## src/rtl/row_fetcher_pkg.sv

```systemverilog
// Shared constants and state encoding for the row fetcher.
// Latency: n/a (declarations only).
// Backpressure: n/a.
//
// Holds the row/word geometry, the fetcher state encoding and the row base
// address helper used by row_address_gen.
package row_fetcher_pkg;

  localparam int ROW_BITS      = 640;
  localparam int WORD_BITS     = 16;
  localparam int ADDR_BITS     = 15;
  localparam int ROW_IDX_BITS  = 9;
  localparam int WORDS_PER_ROW = ROW_BITS / WORD_BITS;  // 40
  localparam int ROWS          = 480;
  localparam int WORD_CNT_BITS = $clog2(WORDS_PER_ROW);

  typedef enum logic [2:0] {
    IDLE  = 3'd0,
    READ  = 3'd1,
    DRAIN = 3'd2,
    DONE  = 3'd3,
    WRITE = 3'd4
  } fetchState_t;

  // Row r starts at word r*40; built from shifts, wraps modulo 2^ADDR_BITS.
  function automatic logic [ADDR_BITS-1:0] rowBase(input logic [ROW_IDX_BITS-1:0] row);
    logic [ADDR_BITS-1:0] r;
    r = ADDR_BITS'(row);
    return (r << 5) + (r << 3);
  endfunction

endpackage

```

## src/rtl/row_address_gen.sv

```systemverilog
// Word counter plus row base adder producing the SRAM word address base+k.
// Latency: address is combinational from the counter; counter steps each edge.
// Backpressure: none; the caller decides when to load (reset to 0) or advance.
//
// Ports:
//   clkDiv, rst - clock and async active-low reset
//   row         - row index used for the base address
//   load        - force the word counter to 0 on the next edge (wins over advance)
//   advance     - step the word counter on the next edge
//   addr        - rowBase(row) + k
//   last        - high while k is the final word of the row (39)
module row_address_gen
  import row_fetcher_pkg::*;
(
  input  logic                    clkDiv,
  input  logic                    rst,
  input  logic [ROW_IDX_BITS-1:0] row,
  input  logic                    load,
  input  logic                    advance,
  output logic [ADDR_BITS-1:0]    addr,
  output logic                    last
);

  logic [WORD_CNT_BITS-1:0] wordCnt;

  always_ff @(posedge clkDiv or negedge rst) begin
    if (!rst) begin
      wordCnt <= '0;
    end else if (load) begin
      wordCnt <= '0;
    end else if (advance) begin
      wordCnt <= wordCnt + 1'b1;
    end
  end

  assign last = (wordCnt == WORD_CNT_BITS'(WORDS_PER_ROW - 1));
  assign addr = rowBase(row) + ADDR_BITS'(wordCnt);

endmodule

```

## src/rtl/row_fetcher.sv

```systemverilog
// Fetches a 640-bit row from word-wide SRAM into readRow; optionally writes a row back.
// Latency: read 42 cycles start->idle (readRow updates at edge 41); write 40 cycles of memWe.
// Backpressure: none; start/commit seen while busy are dropped (bar one pending start).
//
// Optional feature macro: ROW_FETCH_WRITEBACK_EN (write-back path, shadow register,
// pending start). Without it, commit is ignored and memWe/memWdata stay 0.
//
// Ports:
//   clkDiv, rst            - sole clock, async active-low reset
//   start, rowIndex        - one-cycle fetch request for row rowIndex
//   commit, commitIndex    - one-cycle write-back request of writeRow to row commitIndex
//   writeRow               - row data to write back (copied at commit)
//   memRdata               - SRAM read data, valid one cycle after memRe
//   memAddr, memRe, memWe  - SRAM word address and strobes
//   memWdata               - SRAM write data
//   readRow                - last complete fetched row
//   reading                - one-cycle pulse when readRow updates
//   busy                   - high whenever not IDLE
module row_fetcher
  import row_fetcher_pkg::*;
(
  input  logic                    clkDiv,
  input  logic                    rst,
  input  logic                    start,
  input  logic [ROW_IDX_BITS-1:0] rowIndex,
  input  logic                    commit,
  input  logic [ROW_IDX_BITS-1:0] commitIndex,
  input  logic [ROW_BITS-1:0]     writeRow,
  input  logic [WORD_BITS-1:0]    memRdata,
  output logic [ADDR_BITS-1:0]    memAddr,
  output logic                    memRe,
  output logic                    memWe,
  output logic [WORD_BITS-1:0]    memWdata,
  output logic [ROW_BITS-1:0]     readRow,
  output logic                    reading,
  output logic                    busy
);

  fetchState_t state, nextState;

  logic [ROW_IDX_BITS-1:0]       readIdx;
  logic [ROW_IDX_BITS-1:0]       addrRow;
  // Holds words 0..38; word 39 goes straight from memRdata into readRow.
  logic [ROW_BITS-WORD_BITS-1:0] staging;
  logic [ADDR_BITS-1:0]          wordAddr;
  logic                          wordLast;
  logic                          cntLoad;

`ifdef ROW_FETCH_WRITEBACK_EN
  logic [ROW_IDX_BITS-1:0] commitIdx;
  logic [ROW_BITS-1:0]     shadow;
  logic                    pendingStart;

  assign addrRow = (state == WRITE) ? commitIdx : readIdx;
`else
  logic unusedWriteback;

  assign unusedWriteback = ^{commit, commitIndex, writeRow};
  assign addrRow         = readIdx;
`endif

  // Counter sits at 0 outside the address phases and wraps to 0 at word 39,
  // so a WRITE->READ hand-off starts the read at word 0 with no idle cycle.
  assign cntLoad = !((state == READ) || (state == WRITE)) || wordLast;

  row_address_gen u_addrGen (
    .clkDiv  (clkDiv),
    .rst     (rst),
    .row     (addrRow),
    .load    (cntLoad),
    .advance (1'b1),
    .addr    (wordAddr),
    .last    (wordLast)
  );

  always_ff @(posedge clkDiv or negedge rst) begin
    if (!rst) begin
      state   <= IDLE;
      readIdx <= '0;
      staging <= '0;
      readRow <= '0;
    end else begin
      state <= nextState;
      if ((state == IDLE) && start) begin
        readIdx <= rowIndex;
      end
      // Shifting from cycle 0 pushes one stale word in first; it falls off the
      // bottom by the time word 38 arrives, leaving words 0..38 in order.
      if (state == READ) begin
        staging <= {memRdata, staging[ROW_BITS-WORD_BITS-1:WORD_BITS]};
      end
      if (state == DRAIN) begin
        readRow <= {memRdata, staging};
      end
    end
  end

`ifdef ROW_FETCH_WRITEBACK_EN
  always_ff @(posedge clkDiv or negedge rst) begin
    if (!rst) begin
      commitIdx    <= '0;
      shadow       <= '0;
      pendingStart <= 1'b0;
    end else begin
      if ((state == IDLE) && commit) begin
        commitIdx    <= commitIndex;
        shadow       <= writeRow;
        pendingStart <= start;
      end else begin
        if (state == WRITE) begin
          shadow <= shadow >> WORD_BITS;
        end
        if (nextState == READ) begin
          pendingStart <= 1'b0;
        end
      end
    end
  end
`endif

  always_comb begin
    nextState = state;
    memRe     = 1'b0;
    memWe     = 1'b0;
    memAddr   = '0;
    memWdata  = '0;
    reading   = 1'b0;
    busy      = (state != IDLE);

    case (state)
      IDLE: begin
`ifdef ROW_FETCH_WRITEBACK_EN
        if (commit) begin
          nextState = WRITE;
        end else if (start) begin
          nextState = READ;
        end
`else
        if (start) begin
          nextState = READ;
        end
`endif
      end
      READ: begin
        memRe   = 1'b1;
        memAddr = wordAddr;
        if (wordLast) begin
          nextState = DRAIN;
        end
      end
      DRAIN: begin
        nextState = DONE;
      end
      DONE: begin
        reading   = 1'b1;
`ifdef ROW_FETCH_WRITEBACK_EN
        nextState = pendingStart ? READ : IDLE;
`else
        nextState = IDLE;
`endif
      end
      WRITE: begin
`ifdef ROW_FETCH_WRITEBACK_EN
        memWe    = 1'b1;
        memAddr  = wordAddr;
        memWdata = shadow[WORD_BITS-1:0];
        if (wordLast) begin
          nextState = pendingStart ? READ : IDLE;
        end
`else
        nextState = IDLE;
`endif
      end
      default: begin
        nextState = IDLE;
      end
    endcase
  end

endmodule
```

## config.mk

```make
export PLATFORM = sky130hd
export DESIGN_NAME = row_fetcher
export DESIGN_NICKNAME = d
export VERILOG_FILES = /design/src/rtl/row_fetcher_pkg.sv /design/src/rtl/row_address_gen.sv /design/src/rtl/row_fetcher.sv
export SDC_FILE = /design/constraint.sdc
export NUM_CORES = 2
export LEC_CHECK = 0
export CORE_AREA = 2 2 521 523
export DETAILED_ROUTE_END_ITERATION = 12
export DIE_AREA = 0 0 523 525
export GPL_TIMING_DRIVEN = 0
export MAX_ROUTING_LAYER = met4
export PLACE_DENSITY_LB_ADDON = 0.12
export SYNTH_ARGS = -nofsm -noshare
export SYNTH_HDL_FRONTEND = slang
export SYNTH_SLANG_ARGS = --single-unit
```

## constraint.sdc

```tcl
create_clock -name clkDiv -period 4 [get_ports clkDiv]
set_input_delay 0.4 -clock clkDiv [delete_from_list [all_inputs] [get_ports clkDiv]]
set_output_delay 0.4 -clock clkDiv [all_outputs]
set_load 0.005 [all_outputs]
```

After elaboration in Yosys (flattened, before gate mapping)
Index checks and enable logic that the tools add are counted.
{"block": "totals", "register_bits": 1282, "latchBits": 0, "ram_bits": 0, "mem_bits_ro": 0, "in_bits": 678, "output_inout_bits": 675, "wordCells": 29, "n_memories": 0}
{"block": "op_classes", "addsub": 3, "n_mul": 0, "div_mod_pow": 0, "magnitude_cmp": 0, "eq_ne": 7, "shifts": 0, "muxes": 7, "n_bitwise": 0, "reduce_logical": 7}
{"operator": "14-bit by 12-bit adder with 15-bit output", "n": 1}
{"operator": "15-bit by 6-bit adder with 15-bit output", "n": 1}
{"operator": "15-bit two-way mux", "n": 1}
{"operator": "3-bit one-hot mux with 3 select lines", "n": 1}
{"operator": "6-bit by 1-bit adder with 6-bit output (second input constant)", "n": 1}
{"operator": "3-bit by 2-bit == test with 1-bit output (second input constant)", "n": 2}
{"operator": "6-bit == test (second input constant)", "n": 1}
{"operator": "3-bit two-way mux", "n": 2}
{"operator": "6-bit two-way mux", "n": 1}
{"operator": "2-bit inequality test (second input constant)", "n": 2}
{"operator": "3-bit by 1-bit == test with 1-bit output (second input constant)", "n": 1}
{"operator": "3-bit == test (second input constant)", "n": 1}
{"operator": "3-bit logical NOT", "n": 1}
{"operator": "3-bit nonzero test", "n": 1}
{"operator": "1-bit logical OR", "n": 2}
{"operator": "1-bit two-way mux", "n": 2}
{"operator": "2-bit AND reduction", "n": 1}
{"operator": "1-bit logical AND", "n": 1}
{"operator": "1-bit logical NOT", "n": 1}

Logic depth before layout (Yosys ltp)
{"block": "depth", "ltp_word": 5, "ltp_mapped": 8, "depth_no_buf": 8}

By module
A second synthesis with hierarchy kept.
{"block": "hier_totals", "cells_unflattened": 2837, "area_unflattened_um2": 48962.0}
{"mod": "row_fetcher", "n_inst": 1, "cells_per_inst": 2740, "area_each_um2": 48064.8, "seq_area_each_um2": 31905.6}
{"mod": "row_address_gen", "n_inst": 1, "cells_per_inst": 97, "area_each_um2": 897.1, "seq_area_each_um2": 150.1}

Worst setup path before layout
Ideal clock, no wire load.
{"block": "synth_path", "path_kind": "flip-flop to output port", "from": "register readIdx[0] (netlist: addrRow[0])", "to": "output memAddr[13]", "t_arrival_ns": 2.131, "t_required_ns": 3.600, "path_slack_ns": 1.469, "stages_incl_launch_ff": 9, "n_path_buf": 0, "cell_sequence": "dfrtp_1 -> inv_1 -> fa_1 -> inv_1 -> ha_1 -> a211o_1 -> a31oi_2 -> mux2i_1 -> nand4bb_1"}
{"block": "synth_between", "elab_chain_len": 3}
{"item": "start, declared", "line": "row_fetcher.sv:41", "text": "logic [ROW_IDX_BITS-1:0] readIdx;"}
{"item": "start signal, assigned", "line": "row_fetcher.sv:85", "text": "readIdx <= rowIndex;"}
{"item": "14-bit by 12-bit adder with 15-bit output", "line": "row_fetcher_pkg.sv:29", "text": "return (r << 5) + (r << 3);"}
{"item": "15-bit by 6-bit adder with 15-bit output", "line": "row_address_gen.sv:37", "text": "assign addr = rowBase(row) + ADDR_BITS'(wordCnt);"}
{"item": "15-bit two-way mux", "line": "row_fetcher.sv:130", "text": "case (state)"}
{"item": "end, declared", "line": "row_fetcher.sv:30", "text": "output logic [ADDR_BITS-1:0] memAddr,"}
Every way passes these cells.

Worst setup path in the final report
{"block": "layout_path", "from": "register readIdx[0] (netlist: addrRow[0])", "to": "output memAddr[9]"}
The elaborated chain is that of the path after synthesis.

==> results.yml <==
global_route:
  grt_overflow: 0
  grt_pass1_wl_um: 242000
  antenna_found_initial: 10
  grt_pass1_vias: 29500
  grt_use_total: 0.127
  grt_max_degree: 163
pwr:
  clock_power_share: 0.235
  power_mw: 66.4
  ir_drop_mv: 0.411
  p_sw_mw: 22.0
  power.leakage_nw: 26.6
  p_sw_frac: 0.331
  p_comb_frac: 0.370
  power_density_mw_per_mm2: 1010
  pwr-share-seq: 0.395
  p_int_mw: 44.4
detailed_routing:
  viasPerCell: 3.65
  vias: 27000
  wl_per_cell_um: 23.1
  drt_iter0_drc: 929
  routed_wl_um: 171000
  ant_nets: 0
  dr.pass1.iters: 4
  drc: 0
setup_path:
  crit_slowest_cell: "fa_1"
  required_ns: 3.60
  crit_type: "reg2out"
  path_cells: "inv_1 > fa_1 > inv_1 > ha_1 > a211o_1 > a31oi_4 > buf_4 > xor2_1 > nor2_1 > dlygate4sd2_1"
  path_max_fanout: 3
  end_kind: "output pin"
  max_stage_delay_ns: 0.58
  path_buf_inv: 4
  cp_top_family: "adder cells"
  worstSetupStartpointType: "register"
  r2r-start: "state[0]"
  worstSetupStartpoint: "addrRow[0]"
  cp.arrival_ns: 3.37
  cp_common_cell: "inv_1"
clock_network:
  cts_buffers: 166
  clock_path_buffers: 3
  cts_tree: "built"
  clk_pin_slew_ns: 0.06
  clock-sinks: 1281
  clk_latency_ns: 0.82
  htree_levels: 4
  root_buffer: "clkbuf_16"
layout:
  synthToLayoutAreaGrowth_pct: 36.3
  drive_gt1_frac: 0.448
  multiInputGateArea_mm2: 0.0153
  regArea_mm2: 0.0321
  nets: 4414
  n_fill_cell: 27900
floorplanning:
  rows: 191
  io_pins: 1353
  core_mm2: 0.269
  fp.dieH_um: 525
  initial_core_util: 0.179
  dieWidth_um: 523
  dieArea_mm2: 0.275
sta:
  skew_ns: 0.0267
  period_minus_slack_ns: 3.77
  relSlewSlack: 0.320
  fin_crit_sh: 0.942
  hold_viol: 0
  fmax_mhz: 265
  final_max_slew_viol_count: 0
  hold_slack_ns: 0.175
  worst_pin_slew_ns: 1.02
  rsz0062_at_grt: "false"
  setup_viol: 0
synthesis:
  yosys.area.top_type: "dfrtp_1"
  seq_area_frac_synth: 0.666
  yosysMostFrequentCell: "dfrtp_1"
  ys_ff_latch: 1281
  syn_area_mm2: 0.0481
  ys_async_sr_fraction: 1.00
  synth_edf_count: 0
  syn_inst: 2830
  synth_warnings: 0
  yosysUniqueCellTypes: 44
  synth_area_leaders: "dfrtp_1 (67%), mux2_2 (30%), buf_2 (1.4%)"
  synthTopCellsByCount: "dfrtp_1 (1281), mux2_2 (1273), buf_2 (138)"
  avgSynthCellArea_um2: 17.0
  synth.top_cell.area_share: 0.666
  synthFlopType: "dfrtp_1"
job:
  maxCapViolCount: 0
hold_path:
  hold_class: "in2async"
place:
  gp_congestion: 0.718
  post-dp-hpwl_um: 127000
  port_buffers: 685
outcome:
  status: "finished clean"
==> power by group through the flow <==
stage / Combinational [mW] / Sequential [mW] / Clock, mW
2_1_floorplan: 12.9 / 23.4 / 0
3_3_place_gp: 24.8 / 27.0 / 0
3_5_place_dp: 25.1 / 26.9 / 0
4_1_cts: 25.3 / 26.7 / 16.3
5_1_grt: 26.7 / 27.4 / 16.8
6_report: 24.6 / 26.2 / 15.6
==> through the flow <==
step           std cells   util  setup WS [ns]  TNS (ns)  instance area, um^2
3_3_place_gp        7101  0.221         -62.25         -                59500
5_1_grt             7414  0.243         0.0333         0                65600
4_1_cts             7409  0.243        -0.0585   -0.0585                65500
2_1_floorplan       2846      -           1.47         0                48200
3_5_place_dp        7110  0.222          0.645         0                59800
6_report            7418  0.244          0.231         0                65600
==> layer usage <==
layer / track usage / wire [um] / share of wire / vias to the layer above
li1: - / - / - / 11800
met1: 0.161 / 76100 / 0.44 / 14300
met2: 0.190 / 76800 / 0.45 / 713
met3: 0.0491 / 14800 / 0.087 / 205
met4: 0.0317 / 3560 / 0.021 / 0
met5: - / 0 / 0 / -
==> worst reg2reg max path, cell delays in order (launching register included) <==
cell and delay, ns:
dfrtp_1 0.40, inv_1 0.12, ha_1 0.48, buf_2 0.65, buf_2 0.48, buf_2 0.42, mux2_2 0.39
==> cell usage in the layout, fill, tap and decap left out, types with 4 or more instances in the layout <==
cell / netlist / routed
ha_1: 22 / 21
mux2_2: 1273 / 1273
buf_16: 0 / 10
o21ai_0: 4 / 4
clkinv_2: 0 / 20
and2_1: 6 / 6
clkinvlp_4: 0 / 6
diode_2: 0 / 9
clkbuf_16: 0 / 170
inv_1: 11 / 11
buf_2: 138 / 138
clkbuf_1: 2 / 32
clkbuf_8: 0 / 40
dfrtp_1: 1281 / 1280
nor2_1: 14 / 14
nand2_1: 6 / 6
inv_16: 0 / 4
conb_1: 1 / 17
bufinv_16: 0 / 14
clkdlybuf4s50_1: 0 / 678
xor2_1: 4 / 4
buf_4: 18 / 23
dlygate4sd2_1: 0 / 4
==> cells by family after synthesis <==
| logic type | Yosys count | synth area share |
|---|---|---|
| buffers and inverters | 172 | 0.0187 |
| muxes | 1277 | 0.299 |
| other | 1 | 0.0000779 |
| DFF | 1281 | 0.666 |
| xor gates and xnor gates | 7 | 0.00127 |
| and+or+nand+nor | 42 | 0.00447 |
| adders and majority gates | 24 | 0.00655 |
| AOI/OAI and AO/OA | 26 | 0.00403 |
==> state kept, by name, summed over array words and instances, names as in the netlist <==
signal             count
staging              624
u_addrGen.wordCnt      6
addrRow                9
readRow              640
state                  2
==> cell type report <==
cell class / count / share of cell area
diodes: 9 / 0.000343
plain buffers: 159 / 0.0130
clock buffers: 241 / 0.0750
clock inverters: 54 / 0.0122
inverters: 12 / 0.000687
multi-input cells: 1393 / 0.233
flip-flops and latches: 1281 / 0.489
well taps: 3570 / 0.0681
repair buffers: 699 / 0.109
==> path summary, 6_finish.rpt <==
kind,depth (start not counted),to,slack (ns)
max,10,memAddr[9],0.23
min,2,staging[191],0.17
max reg2reg,6,readRow[590],0.94
min reg2reg,1,staging[8],0.50
max in group asynchronous,5,staging[441],1.06
min in group clkDiv,2,addrRow[7],0.21
==> repair_timing <==
action / 4_1_cts / 5_1_grt
hold buffers: 1 / 0
gates cloned: 0 / 0
setup endpoints to repair: 12 / 1
buffers inserted: 4 / 0
resized for setup: 13 / 5
endpoints found under the hold margin: 104 / 0
pin swaps: 6 / 4
(Power assumes the default switching activity.)
